===== src/rtl/lfsr_pkg.sv =====
// LFSR shared constants: topology encoding and
// default maximal-length tap masks for widths 3..32.
package lfsr_pkg;

    localparam int TOPO_FIB    = 0;
    localparam int TOPO_GALOIS = 1;

    // Primitive polynomial minus the x^W term.
    // Bit k set means an x^k term; bit 0 is the constant.
    function automatic logic [31:0] lfsr_poly(input int w);
        logic [31:0] p;
        p = 32'h0;
        unique case (w)
            3:  p = 32'h0000_0005;
            4:  p = 32'h0000_0009;
            5:  p = 32'h0000_0009;
            6:  p = 32'h0000_0021;
            7:  p = 32'h0000_0041;
            8:  p = 32'h0000_0071;
            9:  p = 32'h0000_0021;
            10: p = 32'h0000_0081;
            11: p = 32'h0000_0201;
            12: p = 32'h0000_0053;
            13: p = 32'h0000_001B;
            14: p = 32'h0000_002B;
            15: p = 32'h0000_4001;
            16: p = 32'h0000_A011;
            17: p = 32'h0000_4001;
            18: p = 32'h0000_0801;
            19: p = 32'h0000_0047;
            20: p = 32'h0002_0001;
            21: p = 32'h0008_0001;
            22: p = 32'h0020_0001;
            23: p = 32'h0004_0001;
            24: p = 32'h00C2_0001;
            25: p = 32'h0040_0001;
            26: p = 32'h0000_0047;
            27: p = 32'h0000_0027;
            28: p = 32'h0200_0001;
            29: p = 32'h0800_0001;
            30: p = 32'h0000_0053;
            31: p = 32'h1000_0001;
            32: p = 32'h0040_0007;
            default: p = 32'h0;
        endcase
        return p;
    endfunction

    // Galois inject mask is the polynomial itself.
    function automatic logic [31:0] galois_taps(input int w);
        return lfsr_poly(w);
    endfunction

    // Fibonacci select mask: x^k term maps to q[k-1],
    // and the x^W term always selects q[W-1].
    function automatic logic [31:0] fib_taps(input int w);
        logic [31:0] p;
        p = lfsr_poly(w) & ~32'h1;
        return (p >> 1) | (32'h1 << (w - 1));
    endfunction

endpackage


===== src/rtl/lfsr_step.sv =====
// One LFSR step, purely combinational.
// Topology and taps are fixed at elaboration.
module lfsr_step
    import lfsr_pkg::*;
#(
    parameter int           W      = 5,
    parameter logic [W-1:0] TAPS   = 5'b10100,
    parameter int           GALOIS = TOPO_FIB
) (
    input  logic [W-1:0] i_q,
    output logic [W-1:0] o_q_n
);

    generate
        if (GALOIS == TOPO_GALOIS) begin : g_galois
            logic [W-1:0] w_inj;
            assign w_inj = {W{i_q[W-1]}} & TAPS;
            assign o_q_n = {i_q[W-2:0], 1'b0} ^ w_inj;
        end else begin : g_fib
            logic w_fb;
            assign w_fb  = ^(i_q & TAPS);
            assign o_q_n = {i_q[W-2:0], w_fb};
        end
    endgenerate

endmodule


===== src/rtl/lfsr_param.sv =====
// Parametrised LFSR with seed load, zero-seed guard
// and period measurement against the start state.
module lfsr_param
    import lfsr_pkg::*;
#(
    parameter int           W      = 5,
    parameter logic [W-1:0] TAPS   = 5'b10100,
    parameter int           GALOIS = TOPO_FIB,
    parameter logic [W-1:0] SEED   = 5'b11111
) (
    input  logic         clk,
    input  logic         rst,
    input  logic         en,
    input  logic         load,
    input  logic [W-1:0] seed,
    output logic [W-1:0] q,
    output logic         bit_out,
    output logic         wrap,
    output logic [W-1:0] period,
    output logic         seed_err
);

    logic [W-1:0] r_q;
    logic [W-1:0] r_start;
    logic [W-1:0] r_cnt;
    logic [W-1:0] r_period;
    logic         r_wrap;
    logic         r_seed_err;
    logic [W-1:0] w_q_n;
    logic         w_hit;
    logic         w_sat;

    lfsr_step #(
        .W      (W),
        .TAPS   (TAPS),
        .GALOIS (GALOIS)
    ) u_step (
        .i_q   (r_q),
        .o_q_n (w_q_n)
    );

    assign w_hit = (w_q_n == r_start);
    assign w_sat = (r_cnt == {W{1'b1}});

    // State, start marker, step counter and pulses.
    // A zero seed would lock up, so SEED is used.
    always_ff @(posedge clk) begin
        if (rst) begin
            r_q        <= SEED;
            r_start    <= SEED;
            r_cnt      <= '0;
            r_period   <= '0;
            r_wrap     <= 1'b0;
            r_seed_err <= 1'b0;
        end else begin
            r_wrap     <= 1'b0;
            r_seed_err <= 1'b0;
            if (load) begin
                r_cnt <= '0;
                if (seed != '0) begin
                    r_q     <= seed;
                    r_start <= seed;
                end else begin
                    r_q        <= SEED;
                    r_start    <= SEED;
                    r_seed_err <= 1'b1;
                end
            end else if (en) begin
                r_q <= w_q_n;
                if (w_hit) begin
                    r_wrap   <= 1'b1;
                    r_period <= r_cnt + W'(1);
                    r_cnt    <= '0;
                end else if (!w_sat) begin
                    r_cnt <= r_cnt + W'(1);
                end
            end
        end
    end

    assign q        = r_q;
    assign bit_out  = r_q[W-1];
    assign wrap     = r_wrap;
    assign period   = r_period;
    assign seed_err = r_seed_err;

endmodule


===== config.mk =====
export PLATFORM = sky130hd
export DESIGN_NAME = lfsr_param
export DESIGN_NICKNAME = d
export VERILOG_FILES = /design/src/rtl/lfsr_pkg.sv /design/src/rtl/lfsr_step.sv /design/src/rtl/lfsr_param.sv
export SDC_FILE = /design/constraint.sdc
export NUM_CORES = 1
export LEC_CHECK = 0
export CAP_MARGIN = 20
export CORE_AREA = 2 2 57 59
export DETAILED_ROUTE_END_ITERATION = 8
export DIE_AREA = 0 0 59 61
export PLACE_DENSITY = 0.63
export SKIP_LAST_GASP = 1
export SLEW_MARGIN = 25
export SYNTH_ARGS = -nofsm -noshare
export SYNTH_HDL_FRONTEND = slang
export SYNTH_SLANG_ARGS = --single-unit

===== constraint.sdc =====
create_clock -name clk -period 2.7 [get_ports clk]
set_input_delay 0.54 -clock clk [delete_from_list [all_inputs] [get_ports clk]]
set_output_delay 0.54 -clock clk [all_outputs]
set_load 0.05 [all_outputs]

=== Word-level counts from Yosys, hierarchy flattened ===
Index checks and enable logic that the tools add are counted.

* Bits of input ports: 9
* Logic and storage cells: 27
* Bits in registers: 22
* Output and inout bits: 13

* Reductions and logical operators: 8
* Mux-type cells: 7
* $add $sub $neg: 1
* Bitwise gates (word level): 2
* Equal/unequal tests: 3

{| class="wikitable"
|+ Operators with widths
! kind !! count
|-
| 5-bit 2-to-1 mux || 5
|-
| 5-bit by 1-bit adder with 5-bit output, second input constant || 1
|-
| 5-bit equality test || 1
|-
| 5-bit equality test, second input constant || 1
|-
| 5-bit nonzero test || 1
|-
| 5-bit parity || 1
|-
| 2-bit OR reduction || 2
|-
| 3-bit AND reduction || 1
|-
| 3-bit OR reduction || 1
|-
| 1-bit 2-to-1 mux || 2
|-
| 2-bit inequality test, second input constant || 1
|-
| 1-bit NOT || 2
|-
| 2-bit AND reduction || 1
|-
| 2-bit nonzero test || 1
|}

=== Logic depth before layout (Yosys ltp) ===
Gate-level depths: netlist of the first run.

* Word-level depth: 4
* Mapped depth: 6
* Depth with buffers taken out: 6

=== Cells and area by module ===
A second synthesis of the first run with hierarchy kept.

* Cells, all modules: 116
* Area, all modules: 1,051.0 um2

{| class="wikitable"
|+ By module, submodules not included
! module !! times used !! cells an instance !! area an instance (um2) !! seq. area each (um2)
|-
| lfsr_param || 1 || 110 || 1,004.7 || 440.4
|-
| lfsr_step || 1 || 6 || 46.3 || 0.0
|}

=== Worst setup path after synthesis of the first run ===
Ideal clock, no wire load.

* Path type: flip-flop to flip-flop
* Start: register r_q[2] (netlist: q[2])
* End: register r_cnt[0]
* Buffers on the path: 0
* Stages on the path, launching flop included: 6
* Slack: 850 ps
* Period minus slack after synthesis: 1,850 ps
* Data required time: 2,579 ps
* Library setup time: 121 ps
* Arrival time: 1,729 ps
* Path through: dfxtp_1 > xor2_1 > nor4_1 > and2_4 > o32ai_1 > mux2_2

* Longest elaborated chain between the ends: 4
* Elaborated cells between the ends (all ways): 5
* Those cells by class: 2 x eq/ne; 1 x mux; 2 x reduce/logical

{| class="wikitable"
|+ RTL lines
! element !! line !! source
|-
| from (decl) || lfsr_param.sv:23 || <nowiki>logic [W-1:0] r_q;</nowiki>
|-
| from (signal assigned) || lfsr_param.sv:69 || <nowiki>r_q <= w_q_n;</nowiki>
|-
| 5-bit parity || lfsr_step.sv:21 || <nowiki>assign w_fb = ^(i_q & TAPS);</nowiki>
|-
| 5-bit equality test (*) || lfsr_param.sv:42 || <nowiki>assign w_hit = (w_q_n == r_start);</nowiki>
|-
| 2-bit inequality test (no line) || - ||
|-
| 2-bit AND reduction (no line) || - ||
|-
| to (signal assigned) || lfsr_param.sv:75 || <nowiki>r_cnt <= r_cnt + W'(1);</nowiki>
|-
| to (decl) || lfsr_param.sv:25 || <nowiki>logic [W-1:0] r_cnt;</nowiki>
|}

Every way passes the cells marked *; elsewhere a longest branch is shown, timed or not.
A chain may end at the register's enable or synchronous reset.

=== Worst setup path in the final report of the first run ===
* Start: register r_q[2] (netlist: q[2])
* End: output q[2]

{| class="wikitable"
|+ RTL lines
! element !! line !! source
|-
| to (decl) || lfsr_param.sv:16 || <nowiki>output logic [W-1:0] q,</nowiki>
|}

No word-level cell between the ends.

==> impl_metrics.yaml, run 1 <==
die:
  die_height_um: 61
  die-area_um2: 3600
  die-width_um: 59
  core_area_um2: 2950
  start_util_pct: 33.9
  rows: 20
  pin_count: 22
power_and_ir_drop:
  p_int_w: 0.000440
  powerDensity_nw_per_um2: 475
  pwr-share-clk_pct: 23.2
  peakVddDrop_uv: 183
  switchingPower_w: 0.000166
  p_comb_share_pct: 19.3
  p_seq_share_pct: 57.5
  swShare_pct: 27.4
  power.leakage_nw: 0.501
synth:
  synthArstFlopShare_pct: 0
  synth_seq_area_share_pct: 44.0
  synth_edf_count: 0
  ys_ff_latch: 22
  netlist_area_um2: 1000
  yosysWarnings: 0
  yosysUniqueCellTypes: 29
  synthesis.nets: 116
  synthTopCellsByArea: "dfxtp_1 44%, nor2b_1 8.1%, nor2_1 6.0%, o21ai_0 5.5%, xor2_1 4.4%"
  avgSynthCellArea_um2: 9.53
  synth_top_area_share_pct: 44.0
  synthFlopType: "dfxtp_1"
  yosys.area.top_type: "dfxtp_1"
  synthCells: 105
worst_hold_path:
  hp-start: "r_cnt[4]$_SDFFE_PP0P_"
  hold_depth: 1
  hold_path_end: "r_cnt[4]$_SDFFE_PP0P_"
  hp-class: "reg -> reg"
critical_path:
  r2r_end: "r_cnt[0]$_SDFFE_PP0P_"
  r2r_slack_ps: 940
  regToRegStartpoint: "r_cnt[0]$_SDFFE_PP0P_"
  critPathArrivalTime_ps: 1640
  worst_setup_path_end_kind: "primary output"
  cp_top_family: "buffers and inverters"
  crit_chain: "clkdlybuf4s50_1"
  crit_fanout: 5
  cp-start-kind: "register"
  cpMaxStageDelayCell: "clkdlybuf4s50_1"
  crit_type: "reg -> out"
  r2r_cells: 5
  crit_buf_inv: 1
  slowest_delay_ps: 860
  cp_data_required_time_ps: 2160
clock_tree:
  cts_sinks: 22
  post_cts_buffers: 0
  cts_htree_levels: 1
  hold_buffers: 0
  clkTransAtPathRegs_ps: 110
  cts.repair.resized: 0
  cts_tree: "done"
  clk_path_buf_depth: 2
  clk_latency_ps: 290
  cts_buffers: 3
  cts-root-buf: "clkbuf_4"
detailed_routing:
  wl_per_cell_um: 12.5
  antenna_left: 0
  route.detailed.drc: 0
  drt-total-wl_mm: 2.00
  via_per_inst: 5.01
  drt_iter0_drc: 32
  vias: 801
  dr.pass1.iters: 4
sta:
  setup_tns_ps: 0
  holdWs_ps: 503
  hold_viol: 0
  rsz0062_at_grt: "false"
  slew_viol_final: 0
  finalCritPeriodShare_pct: 80.9
  finalCriticalPeriod_ps: 2180
  clock.fmax_mhz: 458
  max_slew_margin_pct: 66.5
  tightest_slew_ps: 500
  setup_viol: 0
  skew_ps: 1.35
run:
  cap_violations: 0
grt:
  grt.overflow.total: 0
  grt_max_degree: 20
  grt_util_all_layers_pct: 12.5
  grt_pass1_wl_mm: 3.41
  grt_pass1_vias: 769
  antenna_found_initial: 0
run_status:
  status: "complete, no violations"
place:
  place_area_um2: 1250
  portBuffers: 21
  gp_congestion: 0.768
  dp.final_hpwl_mm: 1.57
layout:
  final_util_pct: 43.2
  design_area_um2: 1270
  diodes: 0
  nets: 140
  drive_gt1_share_pct: 7.87
  area_delta_synth_final_pct: 27.4
## worst max path at each step
stage / from / endpoint / slack (ps) / cells after the start
final: q[2]$_SDFFE_PP1P_ / q[2] / 520 / 1
after global placement: load / r_cnt[0]$_SDFFE_PP0P_ / 600 / 5
after floorplan: q[2]$_SDFFE_PP1P_ / r_cnt[0]$_SDFFE_PP0P_ / 850 / 5
after global routing: q[2]$_SDFFE_PP1P_ / q[2] / 450 / 1
after CTS: q[2]$_SDFFE_PP1P_ / q[2] / 490 / 1
after detailed placement: load / r_cnt[0]$_SDFFE_PP0P_ / 520 / 5
## registers in the layout, summed over array words and instances, names as in the netlist
name and cells:
seed_err 1, r_cnt 5, wrap 1, period 5
r_start 5, q 5
## through the flow
| step | cells | power (W) | worst slack (ps) |
|---|---|---|---|
| after detailed placement | 157 | 0.000474 | 523 |
| after CTS | 160 | 0.000616 | 494 |
| after global placement | 157 | 0.000473 | 601 |
| after global routing | 160 | 0.000640 | 450 |
| after floorplan | 105 | 0.000432 | 850 |
| final | 160 | 0.000606 | 515 |
## area by class of cell
| class | instances | area (µm²) |
|---|---|---|
| timing repair buffer | 24 | 233 |
| fill | 290 | 1680 |
| multi-input combinational | 78 | 538 |
| sequential | 22 | 440 |
| clock buffer | 3 | 22.5 |
| tap | 33 | 41.3 |
## power groups by stage
stage	clock network, W	registers, W	logic (W)
after detailed placement	0	0.000356	0.000118
after global placement	0	0.000356	0.000117
final	0.000140	0.000349	0.000117
after CTS	0.000149	0.000349	0.000118
after global routing	0.000162	0.000351	0.000127
after floorplan	0	0.000376	0.0000565
## cells in the mapped netlist, types with 2 or more instances
cell type / count
a211oi_1: 4
a22o_1: 2
a32o_1: 2
clkbuf_1: 4
dfxtp_1: 22
ha_1: 2
mux2i_1: 4
nand3_1: 2
nor2_1: 16
nor2b_1: 13
o21ai_0: 11
xnor2_1: 2
xor2_1: 5
## layout by cell type, fill, tap and decap left out
cell type        netlist  final
nor2b_1               13     13
nor4_1                 1      1
clkdlybuf4s50_1        0     21
o221ai_1               1      1
nor2_1                16     16
nand3_1                2      2
buf_4                  1      3
xnor2_1                2      2
a21oi_1                1      1
mux2i_1                4      4
and2_4                 1      1
nor4b_1                1      1
dfxtp_1               22     22
a32o_1                 2      2
nor4bb_4               1      1
a21o_1                 1      1
o21ai_0               11     11
a22o_1                 2      2
and3_1                 1      1
mux2_2                 1      1
o32ai_1                1      1
or3_1                  1      1
xor2_1                 5      5
a311oi_1               1      1
xor2_2                 1      1
ha_1                   2      2
nand2_1                1      1
clkbuf_4               0      3
nand2b_1               1      1
a211oi_1               4      4
## per-layer routing
layer  vias up  track usage, %  share of wire, %
li1        417               -                 -
met1       365            15.8                47
met2        17            21.1                48
met3         2            2.77               4.8
met4         0            3.90              0.20
met5         -               0                 0
## logic make-up after synthesis
logic type                 Yosys count  synth area share, %
and+or+nand+nor                     39                 22.3
AOI/OAI and AO/OA                   24                 16.1
DFF                                 22                 44.0
xor gates and xnor gates             8                 7.75
buffers and inverters                5                 2.25
muxes                                5                 5.13
adders and majority gates            2                 2.50
(Power assumes the default switching activity.)
==> run 2: changes to the inputs <==
clock period = 2.3 ns   (was 2.7 ns; I/O delays follow)
==> run 2 against run 1 <==
Compared with the run above: clock skew up 6.3 ps; wire length up 1.4%; first-iteration DRC count down 9.4%; clock power up 110%; power up 39%; register-to-register slack worse by 390 ps; critical endpoint unchanged; hold slack worse by 2.0 ps; sequential power up 17%; combinational power up 18%; worst setup slack worse by 340 ps; cell area up 2.4%; core utilization up 1.0 points.
==> impl_metrics.yaml, run 2 (synthesis results as in run 1) <==
place:
  gp_congestion: 0.756
  portBuffers: 21
  dp_slack_ps: 245
  dp.final_hpwl_mm: 1.56
detailed_routing:
  route.detailed.drc: 0
  dr.pass1.iters: 4
  vias: 818
  antenna_left: 0
  drt_iter0_drc: 29
  drt-total-wl_mm: 2.03
  via_per_inst: 5.08
  wl_per_cell_um: 12.6
clock_tree:
  post_cts_buffers: 0
  cts_htree_levels: 1
  cts_sinks: 22
  hold_buffers: 0
  cts_tree: "done"
  clkTransAtPathRegs_ps: 120
  cts_buffers: 3
  cts-root-buf: "clkbuf_4"
  cts.repair.resized: 0
  clk_latency_ps: 310
  clk_path_buf_depth: 2
die:
  die-area_um2: 3600
  die_height_um: 61
  pin_count: 22
  start_util_pct: 33.9
  core_area_um2: 2950
  die-width_um: 59
  rows: 20
sta:
  setup_tns_ps: 0
  max_slew_margin_pct: 66.4
  finalCriticalPeriod_ps: 2120
  setup_ws_ps: 180
  tightest_slew_ps: 503
  rsz0062_at_grt: "false"
  skew_ps: 7.60
  setup_viol: 0
  clock.fmax_mhz: 472
  slew_viol_final: 0
  hold_viol: 0
  finalCritPeriodShare_pct: 92.2
power_and_ir_drop:
  power.leakage_nw: 0.515
  peakVddDrop_uv: 199
  p_seq_share_pct: 48.7
  pwr-share-clk_pct: 34.9
  swShare_pct: 24.9
  switchingPower_w: 0.000209
  powerDensity_nw_per_um2: 645
  p_int_w: 0.000632
  p_comb_share_pct: 16.4
critical_path:
  cp-start-kind: "register"
  critPathArrivalTime_ps: 1660
  crit_type: "reg -> out"
  crit_buf_inv: 1
  crit_fanout: 5
  r2r_slack_ps: 550
  slowest_delay_ps: 870
  cpMaxStageDelayCell: "clkdlybuf4s50_1"
  cp-startpoint: "q[2]$_SDFFE_PP1P_"
  r2r_cells: 5
  crit_chain: "clkdlybuf4s50_1"
  cp_data_required_time_ps: 1840
  worst_setup_path_end_kind: "primary output"
  r2r_end: "r_cnt[0]$_SDFFE_PP0P_"
  regToRegStartpoint: "r_cnt[0]$_SDFFE_PP0P_"
  cp_top_family: "buffers and inverters"
layout:
  drive_gt1_share_pct: 8.59
  final_cell_mix: "22 x dfxtp_1, 21 x clkdlybuf4s50_1, 16 x nor2_1"
  area_delta_synth_final_pct: 30.4
  layout_commonest_cell: "dfxtp_1"
  diodes: 0
  nets: 140
grt:
  grt.overflow.total: 0
  antenna_found_initial: 0
  grt_pass1_vias: 789
  grt_max_degree: 20
  grt_pass1_wl_mm: 3.37
  grt_util_all_layers_pct: 12.6
run_status:
  status: "complete, no violations"
worst_hold_path:
  hold_depth: 1
  hp-class: "reg -> reg"
  hp-start: "r_cnt[4]$_SDFFE_PP0P_"
  hold_path_end: "r_cnt[4]$_SDFFE_PP0P_"
run:
  cap_violations: 0
## run 2: cell count changes in the layout (fill, tap and decap cells not counted), sizes merged
cell	delta
bufinv	+1
## run 2: cell type report
type                    instances  area, µm²
multi-input cells              78        538
clock buffers                   3       22.5
well taps                      33       41.3
clock inverters                 1       30.0
fillers                       295       1650
flip-flops and latches         22        440
repair buffers                 24        233
## run 2: how the worst max path moves through the flow
stage | endpoint | slack, ps | depth (start not counted)
final | q[2] | 180 | 1
after global routing | q[2] | 140 | 1
after CTS | q[2] | 150 | 1
after detailed placement | r_cnt[0]$_SDFFE_PP0P_ | 240 | 5
after global placement | r_cnt[0]$_SDFFE_PP0P_ | 290 | 5
after floorplan | r_cnt[0]$_SDFFE_PP0P_ | 450 | 5
## run 2: metrics by stage
step | area (µm²) | util [%] | hold slack, ps | cells | total power (W)
after floorplan | 1000 | - | 449 | 105 | 0.000507
after global placement | 1250 | 42.4 | 467 | 157 | 0.000555
after detailed placement | 1250 | 42.4 | 471 | 157 | 0.000557
after CTS | 1310 | 44.2 | 504 | 161 | 0.000853
after global routing | 1310 | 44.2 | 528 | 161 | 0.000876
final | 1310 | 44.2 | 501 | 161 | 0.000841
## run 2: power groups by stage
stage / Sequential, W / Combinational, W / Clock (W)
after floorplan: 0.000441 / 0.0000664 / 0
after global placement: 0.000418 / 0.000137 / 0
after detailed placement: 0.000418 / 0.000139 / 0
after CTS: 0.000410 / 0.000139 / 0.000304
after global routing: 0.000412 / 0.000149 / 0.000316
final: 0.000410 / 0.000138 / 0.000294
## run 2: routing by layer
layer	GRT usage (%)	share of wire [%]	up-vias
li1	-	-	418
met1	15.1	45	379
met2	22.1	50	19
met3	2.56	4.5	2
met4	4.87	0.39	0
met5	0	0	-
